## config.mk

```make
export PLATFORM = sky130hd
export DESIGN_NAME = n64_vbus_pattern_tx
export DESIGN_NICKNAME = d
export VERILOG_FILES = /design/src/rtl/n64_vbus_pattern_tx.sv
export SDC_FILE = /design/constraint.sdc
export NUM_CORES = 1
export LEC_CHECK = 0
export CAP_MARGIN = 20
export CORE_ASPECT_RATIO = 1.4
export CORE_MARGIN = 3
export CORE_UTILIZATION = 40
export DETAILED_ROUTE_END_ITERATION = 16
export SLEW_MARGIN = 5
export SYNTH_ARGS = -nofsm -noshare
export SYNTH_HDL_FRONTEND = slang
export SYNTH_SLANG_ARGS = --single-unit
```

## constraint.sdc

```tcl
create_clock -name VCLK -period 3.65 [get_ports VCLK]
set_input_delay 0.73 -clock VCLK [delete_from_list [all_inputs] [get_ports VCLK]]
set_output_delay 0.73 -clock VCLK [all_outputs]
set_load 0.05 [all_outputs]
```

## src/rtl/n64_vbus_pattern_tx.sv

```systemverilog
// n64_vbus_pattern_tx: N64 digital video bus transmitter producing a self-timed
// 240p stream (sync word + 7-bit R/G/B per pixel, framed by nVDSYNC) carrying
// selectable test patterns.
//
// Ports:
//   VCLK          video clock, all logic on the rising edge
//   nVRST         synchronous active-low reset
//   en_i          pattern enable (0 = black active video, sync continues)
//   pattern_i     0 bars, 1 gray ramp, 2 solid, 3 checkerboard
//   solid_rgb_i   {R,G,B} 7 bits each, used by the solid pattern
//   nVDSYNC_o     low during the sync word of each pixel
//   VD_o          sync word or color sample
//   frame_start_o one-cycle pulse with the first sync word of each frame
module n64_vbus_pattern_tx #(
    parameter int unsigned H_TOTAL     = 773,
    parameter int unsigned H_SYNC      = 57,
    parameter int unsigned CLAMP_LEN   = 32,
    parameter int unsigned H_ACT_START = 128,
    parameter int unsigned H_ACTIVE    = 640,
    parameter int unsigned V_TOTAL     = 263,
    parameter int unsigned V_SYNC      = 3,
    parameter int unsigned V_ACT_START = 20,
    parameter int unsigned V_ACTIVE    = 240,
    parameter int unsigned BAR_W       = 80
) (
    input  logic        VCLK,
    input  logic        nVRST,
    input  logic        en_i,
    input  logic [1:0]  pattern_i,
    input  logic [20:0] solid_rgb_i,
    output logic        nVDSYNC_o,
    output logic [6:0]  VD_o,
    output logic        frame_start_o
);

    localparam int unsigned HW  = $clog2(H_TOTAL);
    localparam int unsigned VW  = $clog2(V_TOTAL);
    localparam int unsigned BW  = $clog2(BAR_W + 1);
    localparam int unsigned XQW = HW - 2;

    localparam logic [1:0] PAT_BARS  = 2'd0;
    localparam logic [1:0] PAT_RAMP  = 2'd1;
    localparam logic [1:0] PAT_SOLID = 2'd2;
    localparam logic [1:0] PAT_CHECK = 2'd3;

    logic [1:0]     r_phase;
    logic [HW-1:0]  r_hcnt;
    logic [VW-1:0]  r_vcnt;
    logic           r_en;
    logic [1:0]     r_pat;
    logic [20:0]    r_solid;
    logic [BW-1:0]  r_bar_cnt;
    logic [2:0]     r_bar_idx;

    logic           w_h_last;
    logic           w_v_last;
    logic [HW-1:0]  w_hcnt_nxt;
    logic [VW-1:0]  w_vcnt_nxt;
    logic           w_frame_start;
    logic           w_nhs;
    logic           w_nvs;
    logic           w_nclamp;
    logic           w_ncs;
    logic           w_active;
    logic [XQW-1:0] w_xq;
    logic           w_x4;
    logic           w_y4;
    logic [6:0]     w_r;
    logic [6:0]     w_g;
    logic [6:0]     w_b;
    logic [6:0]     w_vd;
    logic           w_nvdsync;

    // Counter wrap, sync flags and active-window decode from the current state
    always_comb begin
        w_h_last      = (32'(r_hcnt) == H_TOTAL - 1);
        w_v_last      = (32'(r_vcnt) == V_TOTAL - 1);
        w_hcnt_nxt    = w_h_last ? '0 : r_hcnt + HW'(1);
        w_vcnt_nxt    = w_v_last ? '0 : r_vcnt + VW'(1);
        w_frame_start = (r_phase == 2'd0) && (r_hcnt == '0) && (r_vcnt == '0);

        w_nhs    = (32'(r_hcnt) >= H_SYNC);
        w_nvs    = (32'(r_vcnt) >= V_SYNC);
        w_nclamp = !((32'(r_hcnt) >= H_SYNC) && (32'(r_hcnt) < H_SYNC + CLAMP_LEN));
        w_ncs    = w_nvs ? w_nhs : ~w_nhs;

        w_active = (32'(r_hcnt) >= H_ACT_START) && (32'(r_hcnt) < H_ACT_START + H_ACTIVE) &&
                   (32'(r_vcnt) >= V_ACT_START) && (32'(r_vcnt) < V_ACT_START + V_ACTIVE);

        // Only x>>2 and bit 4 of x/y are ever needed
        w_xq = XQW'((r_hcnt - HW'(H_ACT_START)) >> 2);
        w_x4 = 1'((r_hcnt - HW'(H_ACT_START)) >> 4);
        w_y4 = 1'((r_vcnt - VW'(V_ACT_START)) >> 4);
    end

    // Pixel color from the frame-latched controls
    always_comb begin
        w_r = '0;
        w_g = '0;
        w_b = '0;
        if (w_active && r_en) begin
            case (r_pat)
                PAT_BARS: begin
                    // Index bits map straight onto the channel enables; 7 is black
                    w_r = {7{~r_bar_idx[1]}};
                    w_g = {7{~r_bar_idx[2]}};
                    w_b = {7{~r_bar_idx[0]}};
                end
                PAT_RAMP: begin
                    w_r = (w_xq > XQW'(127)) ? 7'h7F : 7'(w_xq);
                    w_g = w_r;
                    w_b = w_r;
                end
                PAT_SOLID: begin
                    w_r = r_solid[20:14];
                    w_g = r_solid[13:7];
                    w_b = r_solid[6:0];
                end
                PAT_CHECK: begin
                    w_r = {7{w_x4 ^ w_y4}};
                    w_g = w_r;
                    w_b = w_r;
                end
                default: ;
            endcase
        end
    end

    // Word multiplexer: sync word in phase 0, then R, G, B
    always_comb begin
        w_nvdsync = 1'b1;
        w_vd      = '0;
        case (r_phase)
            2'd0: begin
                w_nvdsync = 1'b0;
                w_vd      = {3'b000, w_nvs, w_nclamp, w_nhs, w_ncs};
            end
            2'd1:    w_vd = w_r;
            2'd2:    w_vd = w_g;
            default: w_vd = w_b;
        endcase
    end

    // Phase / pixel / line counters
    always_ff @(posedge VCLK) begin
        if (!nVRST) begin
            r_phase <= '0;
            r_hcnt  <= '0;
            r_vcnt  <= '0;
        end else begin
            r_phase <= r_phase + 2'd1;
            if (r_phase == 2'd3) begin
                r_hcnt <= w_hcnt_nxt;
                if (w_h_last) begin
                    r_vcnt <= w_vcnt_nxt;
                end
            end
        end
    end

    // Controls are sampled once per frame so a frame is never mixed
    always_ff @(posedge VCLK) begin
        if (!nVRST) begin
            r_en    <= 1'b0;
            r_pat   <= '0;
            r_solid <= '0;
        end else if (w_frame_start) begin
            r_en    <= en_i;
            r_pat   <= pattern_i;
            r_solid <= solid_rgb_i;
        end
    end

    // Bar index tracker: restarts at the pixel before the window, saturates at 7
    always_ff @(posedge VCLK) begin
        if (!nVRST) begin
            r_bar_cnt <= '0;
            r_bar_idx <= '0;
        end else if (r_phase == 2'd3) begin
            if (w_hcnt_nxt == HW'(H_ACT_START)) begin
                r_bar_cnt <= '0;
                r_bar_idx <= '0;
            end else if (r_bar_cnt == BW'(BAR_W - 1)) begin
                r_bar_cnt <= '0;
                if (r_bar_idx != 3'd7) begin
                    r_bar_idx <= r_bar_idx + 3'd1;
                end
            end else begin
                r_bar_cnt <= r_bar_cnt + BW'(1);
            end
        end
    end

    // Output registers
    always_ff @(posedge VCLK) begin
        if (!nVRST) begin
            nVDSYNC_o     <= 1'b1;
            VD_o          <= '0;
            frame_start_o <= 1'b0;
        end else begin
            nVDSYNC_o     <= w_nvdsync;
            VD_o          <= w_vd;
            frame_start_o <= w_frame_start;
        end
    end

endmodule
```

==> flow_summary_export.csv, run 1 <==
group,metric,value,unit
outcome,status,"complete, no violations",
logic_synthesis,async_flop_share,0,
clock_tree,cts_hold_buf,0,
power_and_ir_drop,fin_total_pwr,1900,uW
power_and_ir_drop,p_per_area,442,nW/um^2
worst_setup_path,crit_required,3.86,ns
route,wire_per_inst,14.8,um
sta,fin_ws,0.977,ns
worst_setup_path,timing.rr.start,"r_hcnt[3]",
route,wl,8.21,mm
logic_synthesis,synth_compound_area_frac,0.145,
clock_tree,post_cts_buffers,0,
worst_hold_path,hp-class,"flop to flop",
logic_synthesis,syn-num-nets,464,
route,num_vias,3013,
sta,rsz0062_at_grt,"false",
placement,portBuffers,34,
placement,gp_congestion,0.807,
logic_synthesis,syn_area_per_cell,8.56,sq um
finish,nets,490,
power_and_ir_drop,ir_drop,0.261,mV
sta,final_max_slew_viol_count,0,
route,drt_pass1_iterations,4,
sta,tns,0,ns
die,num_io_pins,35,
finish,area_growth,19.6,%
flow_run,cap_violations,0,
route,viasPerCell,5.42,
logic_synthesis,yosys.area_share.simple,0.265,
global_routing,grt_pass1_vias,2896,
logic_synthesis,synth_edf_count,0,
finish,layout_commonest_cell,"dfxtp_1",
worst_setup_path,crit_start,"r_hcnt[3]",
worst_setup_path,worstSetupStartpointType,"flop",
clock_tree,cts_buffers,9,
route,drc,0,
worst_hold_path,hp-start,"r_phase[0]",
sta,tightest_slew,0.589,ns
die,initial_utilization,0.415,
logic_synthesis,synth.distinct_cells,52,
die,rows,40,
finish,drive_above_1_share,0.0621,
global_routing,track_usage,0.173,
die,die_area,10200,sq um
logic_synthesis,synth_warnings,0,
logic_synthesis,netlist_area,3600,sq um
finish,num_antenna_cells,0,
die,core-area,8660,sq um
clock_tree,cts_tree,"done",
worst_setup_path,criticalPathCategory,"flop to flop",
sta,final-setup-viol-count,0,
logic_synthesis,ys_seq_area_frac,0.356,
clock_tree,cts.path.max_buffers,2,
sta,max_freq,374,MHz
logic_synthesis,synthAdderAreaFrac,0.0626,
logic_synthesis,synth.area.mux_share,0.0696,
worst_setup_path,worstPathMaxFanout,13,
clock_tree,cts_root_buf,"clkbuf_16",
global_routing,grt_max_degree,40,
placement,dp_hpwl,5.87,mm
finish,final_cell_mix,"64 x dfxtp_1, 33 x clkdlybuf4s50_1, 32 x nor2b_1",
worst_setup_path,critPathCaptureType,"flop",
worst_hold_path,min_path_cells,1,
clock_tree,clock_sinks,64,
clock_tree,htreeDepth,3,
sta,hold_viol_final,0,
power_and_ir_drop,leakagePower,0.00164,uW
clock_tree,postCtsResizedCells,0,
placement,pre_cts_ws,1.00,ns
die,die_h,118,um
route,final_antenna_net_count,0,
sta,final.period_utilization,0.732,
logic_synthesis,syn_inst,420,
sta,max-slew-margin-rel,0.604,
sta,fin_crit,2.67,ns
logic_synthesis,synth_seq_cells,64,
worst_setup_path,arrival,2.89,ns
route,dr.first_iter.drc_count,236,
worst_setup_path,reg2reg_depth,7,
die,fp.dieW,86.1,um
global_routing,grt_pass1_wl,13.9,mm
logic_synthesis,synth_xor_area_frac,0.0487,
sta,fin_skew,0.00671,ns
global_routing,grt_overflow_total,0,
clock_tree,clock_latency,0.34,ns
logic_synthesis,ys_dominant_reg_cell,"dfxtp_1",
logic_synthesis,synth_top_family_by_area,"simple AND/OR/NAND/NOR gates",
global_routing,antenna_found_initial,0,
clock_tree,clk_pin_slew_worst_paths,0.06,ns
## metrics by stage
stage / utilization / area [sq um] / hold slack (ns) / std cells
final: 0.497 / 4300 / 0.495 / 556
after global routing: 0.497 / 4300 / 0.517 / 556
after CTS: 0.497 / 4300 / 0.500 / 556
after detailed placement: 0.460 / 3980 / 0.482 / 540
after global placement: 0.460 / 3980 / 0.476 / 540
after floorplan: - / 3600 / 0.455 / 420
## synthesized netlist by cell type (all sizes together) (2+ instances only)
master / count / area [sq um]
dfxtp: 64 / 1280
nor2b: 32 / 200
nand2: 26 / 97.6
mux2i: 25 / 250
nor2: 23 / 86.3
o21ai: 23 / 115
a21oi: 22 / 110
nand3: 19 / 95.1
ha: 18 / 225
inv: 18 / 67.6
clkbuf: 16 / 60.1
xnor2: 13 / 114
nand4: 11 / 81.3
nor3: 11 / 55.1
and3: 9 / 56.3
a211oi: 8 / 60.1
buf: 8 / 60.1
and2: 7 / 43.8
o21a: 7 / 52.6
xor2: 7 / 61.3
or3: 6 / 37.5
a22o: 5 / 43.8
nor4: 5 / 52.6
o22ai: 5 / 31.3
nor3b: 4 / 30.0
a21boi: 3 / 22.5
nand3b: 3 / 22.5
a221oi: 2 / 17.5
and4: 2 / 17.5
nand2b: 2 / 12.5
o31ai: 2 / 15.0
## critical path, cell delays in order (launching register included)
cell	delay (ns)
dfxtp_1	0.42
or4_4	0.58
nor4_2	0.57
buf_4	0.26
a31o_1	0.11
nand4_2	0.20
a21oi_1	0.33
nor3b_1	0.08
## flip-flops by register name, indices dropped and copies added (netlist names)
register,flops
r_en,1
frame_start_o,1
nVDSYNC_o,1
VD_o,7
r_solid,21
r_bar_cnt,7
r_hcnt,10
r_pat,2
r_vcnt,9
r_phase,2
r_bar_idx,3
## per-layer routing
metal  track usage  vias up  routed length (um)
met3        0.0293       11                 351
li1              -     1537                   -
met2         0.283       57                4050
met1         0.210     1408                3590
met4        0.0970        0                 210
met5             0        -                   0
## layout make-up
cell class	count	area, sq um
timing repair buffer	39	373
fill	863	4360
clock buffer	9	225
tap	105	131
multi-input combinational	313	2120
clock inverter	7	95.1
sequential	64	1280
inverter	19	71.3
## cell families (layout without fill, tap and decap cells)
logic type	after synthesis	after routing
AND/OR/NAND/NOR	167	167
flip-flops	64	64
adder cells (fa/ha/maj)	18	18
buffers and inverters	43	74
AO/OA/AOI/OAI	83	83
multiplexers	25	25
XOR/XNOR	20	20
## final timing paths
check,end,slack [ns]
worst max-delay path,r_bar_cnt[3],0.98
worst min-delay path,r_phase[0],0.50
worst max register to register,r_bar_cnt[3],0.98
worst min register to register,r_phase[0],0.50
## power breakdown
group / switching [uW] / internal (uW) / total [uW]
logic: 116 / 106 / 222
registers: 26.0 / 733 / 758
clock network: 324 / 598 / 922
(Power assumes the default switching activity.)
==> run 2, diff against run 1 <==
==> constraint.sdc (replaced) <==
create_clock -name VCLK -period 2.4 [get_ports VCLK]
set_input_delay 0.48 -clock VCLK [delete_from_list [all_inputs] [get_ports VCLK]]
set_output_delay 0.48 -clock VCLK [all_outputs]
set_load 0.05 [all_outputs]
==> flow_summary_export.csv, run 2 (synthesis gave the netlist of run 1 again) <==
group,metric,value,unit
finish,layout_commonest_cell,"dfxtp_1",
finish,post-route-util,0.506,
finish,drive_above_1_share,0.0866,
route,wire_per_inst,14.6,um
power_and_ir_drop,leakagePower,0.00169,uW
finish,layout.cells.non_filler,567,
route,num_vias,3039,
finish,final_area,4380,sq um
clock_tree,clock_sinks,64,
route,viasPerCell,5.36,
global_routing,grt_pass1_wl,14.1,mm
worst_setup_path,crit_required,2.61,ns
clock_tree,clock_latency,0.33,ns
clock_tree,cts_buffers,9,
worst_hold_path,hp-class,"flop to flop",
finish,num_antenna_cells,0,
worst_setup_path,cp_slowest_cell,"or4_4",
sta,rsz0062_at_grt,"false",
worst_setup_path,crit_chain,"or4_4 -> nor4_2 -> and3_1 -> nand4_1 -> nand2_1 -> nor2_1",
clock_tree,clk_pin_slew_worst_paths,0.05,ns
die,fp.dieW,86.1,um
route,dr.first_iter.drc_count,210,
route,wl,8.28,mm
worst_setup_path,timing.rr.start,"r_hcnt[6]",
die,die_h,118,um
finish,final_cell_mix,"64 x dfxtp_1, 33 x clkdlybuf4s50_1, 32 x nor2b_1",
power_and_ir_drop,ir_drop,0.407,mV
sta,max_freq,453,MHz
sta,fin_crit,2.21,ns
worst_setup_path,crit_path_end,"r_vcnt[2]",
sta,final_max_slew_viol_count,0,
global_routing,antenna_found_initial,0,
worst_setup_path,reg2reg_depth,6,
sta,max-slew-margin-rel,0.616,
worst_setup_path,worstPathMaxFanout,9,
global_routing,grt_max_degree,26,
finish,area_growth,21.9,%
worst_setup_path,r2r_slack,0.19,ns
route,final_antenna_net_count,0,
worst_setup_path,arrival,2.42,ns
finish,multiInputGateArea,2130,sq um
sta,hold_ws,0.493,ns
worst_setup_path,timing.rr.end,"r_vcnt[2]",
route,drt_pass1_iterations,4,
clock_tree,cts_tree,"done",
sta,hold_viol_final,0,
worst_setup_path,critPathCaptureType,"flop",
finish,regMostFlops,"r_solid",
die,die_area,10200,sq um
worst_setup_path,criticalPathCategory,"flop to flop",
worst_setup_path,worstSetupStartpointType,"flop",
finish,largest_reg_flops,21,
placement,dp_hpwl,6.19,mm
clock_tree,cts.path.max_buffers,2,
finish,largestRegisters,"r_solid x21, r_hcnt x10, r_vcnt x9",
finish,nets,501,
finish,num-fill-cells,833,
die,rows,40,
power_and_ir_drop,p_per_area,635,nW/um^2
route,drc,0,
clock_tree,cts_root_buf,"clkbuf_16",
sta,final-setup-viol-count,0,
outcome,status,"complete, no violations",
flow_run,cap_violations,0,
global_routing,track_usage,0.174,
sta,tns,0,ns
finish,seq_area,1280,sq um
placement,dp.cells,548,
sta,fin_skew,0.00696,ns
clock_tree,htreeDepth,3,
global_routing,grt_overflow_total,0,
placement,gp_congestion,0.815,
sta,final.period_utilization,0.920,
die,num_io_pins,35,
placement,portBuffers,34,
die,initial_utilization,0.415,
sta,tightest_slew,0.574,ns
global_routing,grt_pass1_vias,2994,
worst_setup_path,max_stage_delay,0.56,ns
placement,postPlaceCellArea,4050,sq um
die,core-area,8660,sq um
worst_setup_path,crit_start,"r_hcnt[6]",
## run 2: changes by cell type in the layout (fill, tap and decap cells not counted), sizes merged
cell,previous run,this run
buf,6,17
clkbuf,9,11
bufinv,2,1
inv,19,18
## run 2: power breakdown
group	internal (uW)	switching (uW)
Sequential	1110	38.8
Combinational	167	178
Clock	829	456
Total	2110	673
## run 2: worst min path at each step
stage / start / endpoint / slack, ns / cells past startpoint
2_1_floorplan: r_phase[0] / r_phase[0] / 0.45 / 1
3_3_place_gp: r_phase[0] / r_phase[0] / 0.48 / 1
3_5_place_dp: r_bar_cnt[1] / r_bar_cnt[1] / 0.49 / 2
4_1_cts: r_bar_cnt[1] / r_bar_cnt[1] / 0.50 / 2
5_1_grt: r_bar_cnt[1] / r_bar_cnt[1] / 0.51 / 2
6_report: r_bar_cnt[1] / r_bar_cnt[1] / 0.49 / 2
## run 2: area by class of cell
| type | count | share of cell area |
|---|---|---|
| clock buffers | 11 | 0.0554 |
| clock inverters | 5 | 0.0128 |
| inverters | 19 | 0.0163 |
| multi-input cells | 313 | 0.486 |
| flip-flops and latches | 64 | 0.292 |
| well taps | 105 | 0.0300 |
| repair buffers | 50 | 0.107 |
## run 2: critical path: cells and delay by family (launching register included)
| family | cells | cell delay [ns] |
|---|---|---|
| and+or+nand+nor | 6 | 1.78 |
| DFF | 1 | 0.31 |
## run 2: layer usage
layer / wire length, um / share of wire / GRT usage
met5: 0 / 0 / 0
met4: 166 / 0.020 / 0.0733
met3: 345 / 0.042 / 0.0418
met2: 4160 / 0.50 / 0.291
met1: 3620 / 0.44 / 0.210
## run 2: through the flow
step	power (uW)	setup WS, ns
3_5_place_dp	1520	0.0887
4_1_cts	2820	0.0756
6_report	2780	0.193
2_1_floorplan	1410	0.338
3_3_place_gp	1520	0.175
5_1_grt	2910	0.0118
## run 2: what timing repair did
action,4_1_cts,5_1_grt
endpoints found under the setup margin,0,10
resized for setup,0,2
setup buffers,0,3
hold buffers,0,0
hold endpoints to repair,0,0
==> variant (config.mk and constraints of run 1) <==
Set the parameter `H_TOTAL` to 386 (it was 773).
--- a/src/rtl/n64_vbus_pattern_tx.sv
+++ b/src/rtl/n64_vbus_pattern_tx.sv
@@ -12,7 +12,7 @@
 //   VD_o          sync word or color sample
 //   frame_start_o one-cycle pulse with the first sync word of each frame
 module n64_vbus_pattern_tx #(
-    parameter int unsigned H_TOTAL     = 773,
+    parameter int unsigned H_TOTAL     = 386,
     parameter int unsigned H_SYNC      = 57,
     parameter int unsigned CLAMP_LEN   = 32,
     parameter int unsigned H_ACT_START = 128,
Check against the original RTL: no difference found for any inputs over 10 cycles, from zero or initial values and one cycle with nVRST low; that may be too few to reach the edited logic, so the function may still have changed.
==> variant against run 1 <==
First-iteration DRC count decreased by 50%; highest routed layer unchanged; wire length up 3.7%; setup slack better by 0.27 ns; clock power is 7.5% lower; power decreased by 3.8%; sequential share of layout area is 1.3 points higher; count of clock-buffer cells in the layout grew 1; critical endpoint is now r_bar_cnt[5]$_SDFFE_PN0N_; area after synthesis is 5.9% lower; final area decreased by 5.6%; global-route usage up 1.4 points; sequential cell count shrank 1; synthesized cell count up 4.5%.
==> variant: results (changes against run 1) <==
----------------------------------------------------
[Detailed routing]
  Routed vias/inst ... 5.425 (+0.11%)
  DRT iter0 DRCs ... 118 (-50%)
  Final routed wire length divided by cell count ... 15.06 microns (+2.0%)
  Length of the first detailed-routing pass in iterations ... 4 (unchanged)

[Final layout]
  Layout cells sized above 1 ... 0.05616 (-0.005929)
  ANT cells ... 0 (unchanged)
  Layout Nets ... 500 (+2.0%)
  Largest registers in the final layout ... r_solid (21), r_hcnt (9), r_vcnt (9)
  Filler instances ... 837 (-3.0%)

[Placement]
  Post-DP HPWL ... 6346 microns (+8.1%)
  Port Buffer Count ... 34 (unchanged)
  Setup slack after placement ... 1.201 ns (+0.1990 ns)
  Placer congestion estimate ... 0.8947 (+11%)

[Logic synthesis]
  Net Count, Synth ... 481 (+3.7%)
  Async set-reset flop share out of synthesis ... 0 (unchanged)
  Total number of yosys warnings ... 0 (unchanged)
  Leading post-synthesis cells by cell area ... dfxtp_1 (37%), nand2_1 (8.4%), a21oi_1 (6.4%)
  Most numerous cell types in the synthesized netlist ... nand2_1 (76), dfxtp_1 (63), a21oi_1 (43)
  Sequential cell area fraction in the yosys report ... 0.3726 (+0.01635)
  Number of distinct standard cells referenced by the synthesized netlist ... 52 (unchanged)

[Clock network]
  Post CTS Setup Buffer Count ... 0 (unchanged)
  Resize count post-CTS ... 0 (unchanged)
  Master cell of the clock root buffer ... clkbuf_16
  Clock network latency to the later pin of the worst-skew pair ... between 0.3 and 0.4 ns
  Number of buffers on the longest clock path ... 2 (unchanged)
  Number of H-tree levels ... 3 (unchanged)
  CTS clock-pin slew for the worst setup and hold paths ... ~0.050 ns
  Clock buffers created by TritonCTS ... 9 (unchanged)

[GRT]
  Vias in the first global route ... 2993 (+3.3%)
  Aggregate global-route resource usage ... 0.1864 (+0.01351)
  Wire length of the first global-routing pass ... 14180 microns (+2.3%)
  Antenna violations before repair ... 0 (unchanged)
  Pin count of the biggest net entering global routing ... 31 (-23%)

[Hold path]
  Beginning of the worst hold path ... r_solid[2]$_SDFFE_PN0P_
  Worst hold stages ... 2 (+1)
  Hold crit path type ... reg -> reg
  Hold-critical path endpoint ... r_solid[2]$_SDFFE_PN0P_

[Critical path]
  Arrival time at the worst endpoint ... 2.65 ns (-0.24 ns)
  R2R depth ... 8 (+1)
  Largest fanout on the critical path ... 10 (-3)
  R2r endpoint ... r_bar_cnt[5]$_SDFFE_PN0N_
  Worst flop-to-flop path startpoint ... r_hcnt[0]$_SDFFE_PN0N_

[STA]
  Worst hold margin ... 0.4544 ns (-0.04079 ns)
  Clock tree skew after final layout ... 0.007262 ns (+0.0005491 ns)
  Worst slew slack as a fraction of its limit ... 0.4517 (-0.1527)

[Pwr]
  Cell-internal power ... 1.356 mW (-5.6%)
  Total leakage power ... 1.509 nW (-7.8%)
  IR drop worst, VDD ... 0.2315 mV (-11%)

[Outcome]
  Run status ... complete, no violations

----------------------------------------------------
-- variant: cell types whose count changed after synthesis, sizes merged, moves of 7 or more --
cell	run 1	this run
nor2b	32	3
nand2	26	76
mux2i	25	2
a21oi	22	43
o21a	7	0
nor2	23	42
-- variant: how the worst max path moves through the flow --
| stage | startpoint | depth (start not counted) | to | slack (ns) |
|---|---|---|---|---|
| floorplan | r_hcnt[1]$_SDFFE_PN0N_ | 9 | r_bar_cnt[3]$_SDFFE_PN0N_ | 1.70 |
| global placement | nVRST | 4 | r_hcnt[0]$_SDFFE_PN0N_ | 1.24 |
| detailed placement | nVRST | 4 | r_hcnt[0]$_SDFFE_PN0N_ | 1.20 |
| CTS | r_hcnt[0]$_SDFFE_PN0N_ | 8 | r_bar_cnt[5]$_SDFFE_PN0N_ | 1.22 |
| global route | r_vcnt[6]$_SDFFE_PN0P_ | 5 | r_pat[0]$_SDFFE_PN0P_ | 1.02 |
| finish | r_hcnt[0]$_SDFFE_PN0N_ | 8 | r_bar_cnt[5]$_SDFFE_PN0N_ | 1.25 |
-- variant: cell families after synthesis --
family,count (synthesis),share of synthesized area
fa+ha+maj,16,0.05915
xor+xnor,21,0.05434
mux,2,0.005915
buf+inv,48,0.05804
flops,63,0.3726
simple gates,189,0.2710
compound gates,100,0.1789
-- variant: power groups by stage --
stage               sequential, mW  clock [mW]  combinational, mW
floorplan                    0.765           0              0.145
global placement             0.765           0              0.226
detailed placement           0.765           0              0.227
CTS                          0.750       0.869              0.228
global route                 0.754       0.906              0.253
finish                       0.750       0.853              0.226
-- variant: routing by layer --
metal  wire length, microns  global-route usage
met2                   4595              0.3452
met5                      0                   0
met4                    221             0.08584
met3                    249             0.04516
met1                   3440              0.1991
-- variant: critical path: stages (launching register included) --
cell and delay [ns]:
dfxtp_1 0.51, ha_1 0.23, nor4bb_1 0.30, buf_4 0.18
and2_1 0.31, a21oi_1 0.11, and4_4 0.19, nand2b_2 0.24
a211oi_1 0.24
-- variant: through the flow --
| step | util | instances | cell area, sq um |
|---|---|---|---|
| 2_1_floorplan | - | 439 | 3385 |
| 3_3_place_gp | 0.4589 | 549 | 3762 |
| 3_5_place_dp | 0.4589 | 549 | 3762 |
| 4_1_cts | 0.4954 | 565 | 4061 |
| 5_1_grt | 0.4954 | 565 | 4061 |
| 6_report | 0.4954 | 565 | 4061 |
-- variant: area by class of cell --
cell class,instances,share of cell area
multi-input combinational,328,0.4766
sequential,63,0.3105
timing repair buffer,38,0.09119
clock buffer,10,0.05884
tap,102,0.03142
inverter,18,0.01664
clock inverter,6,0.01479
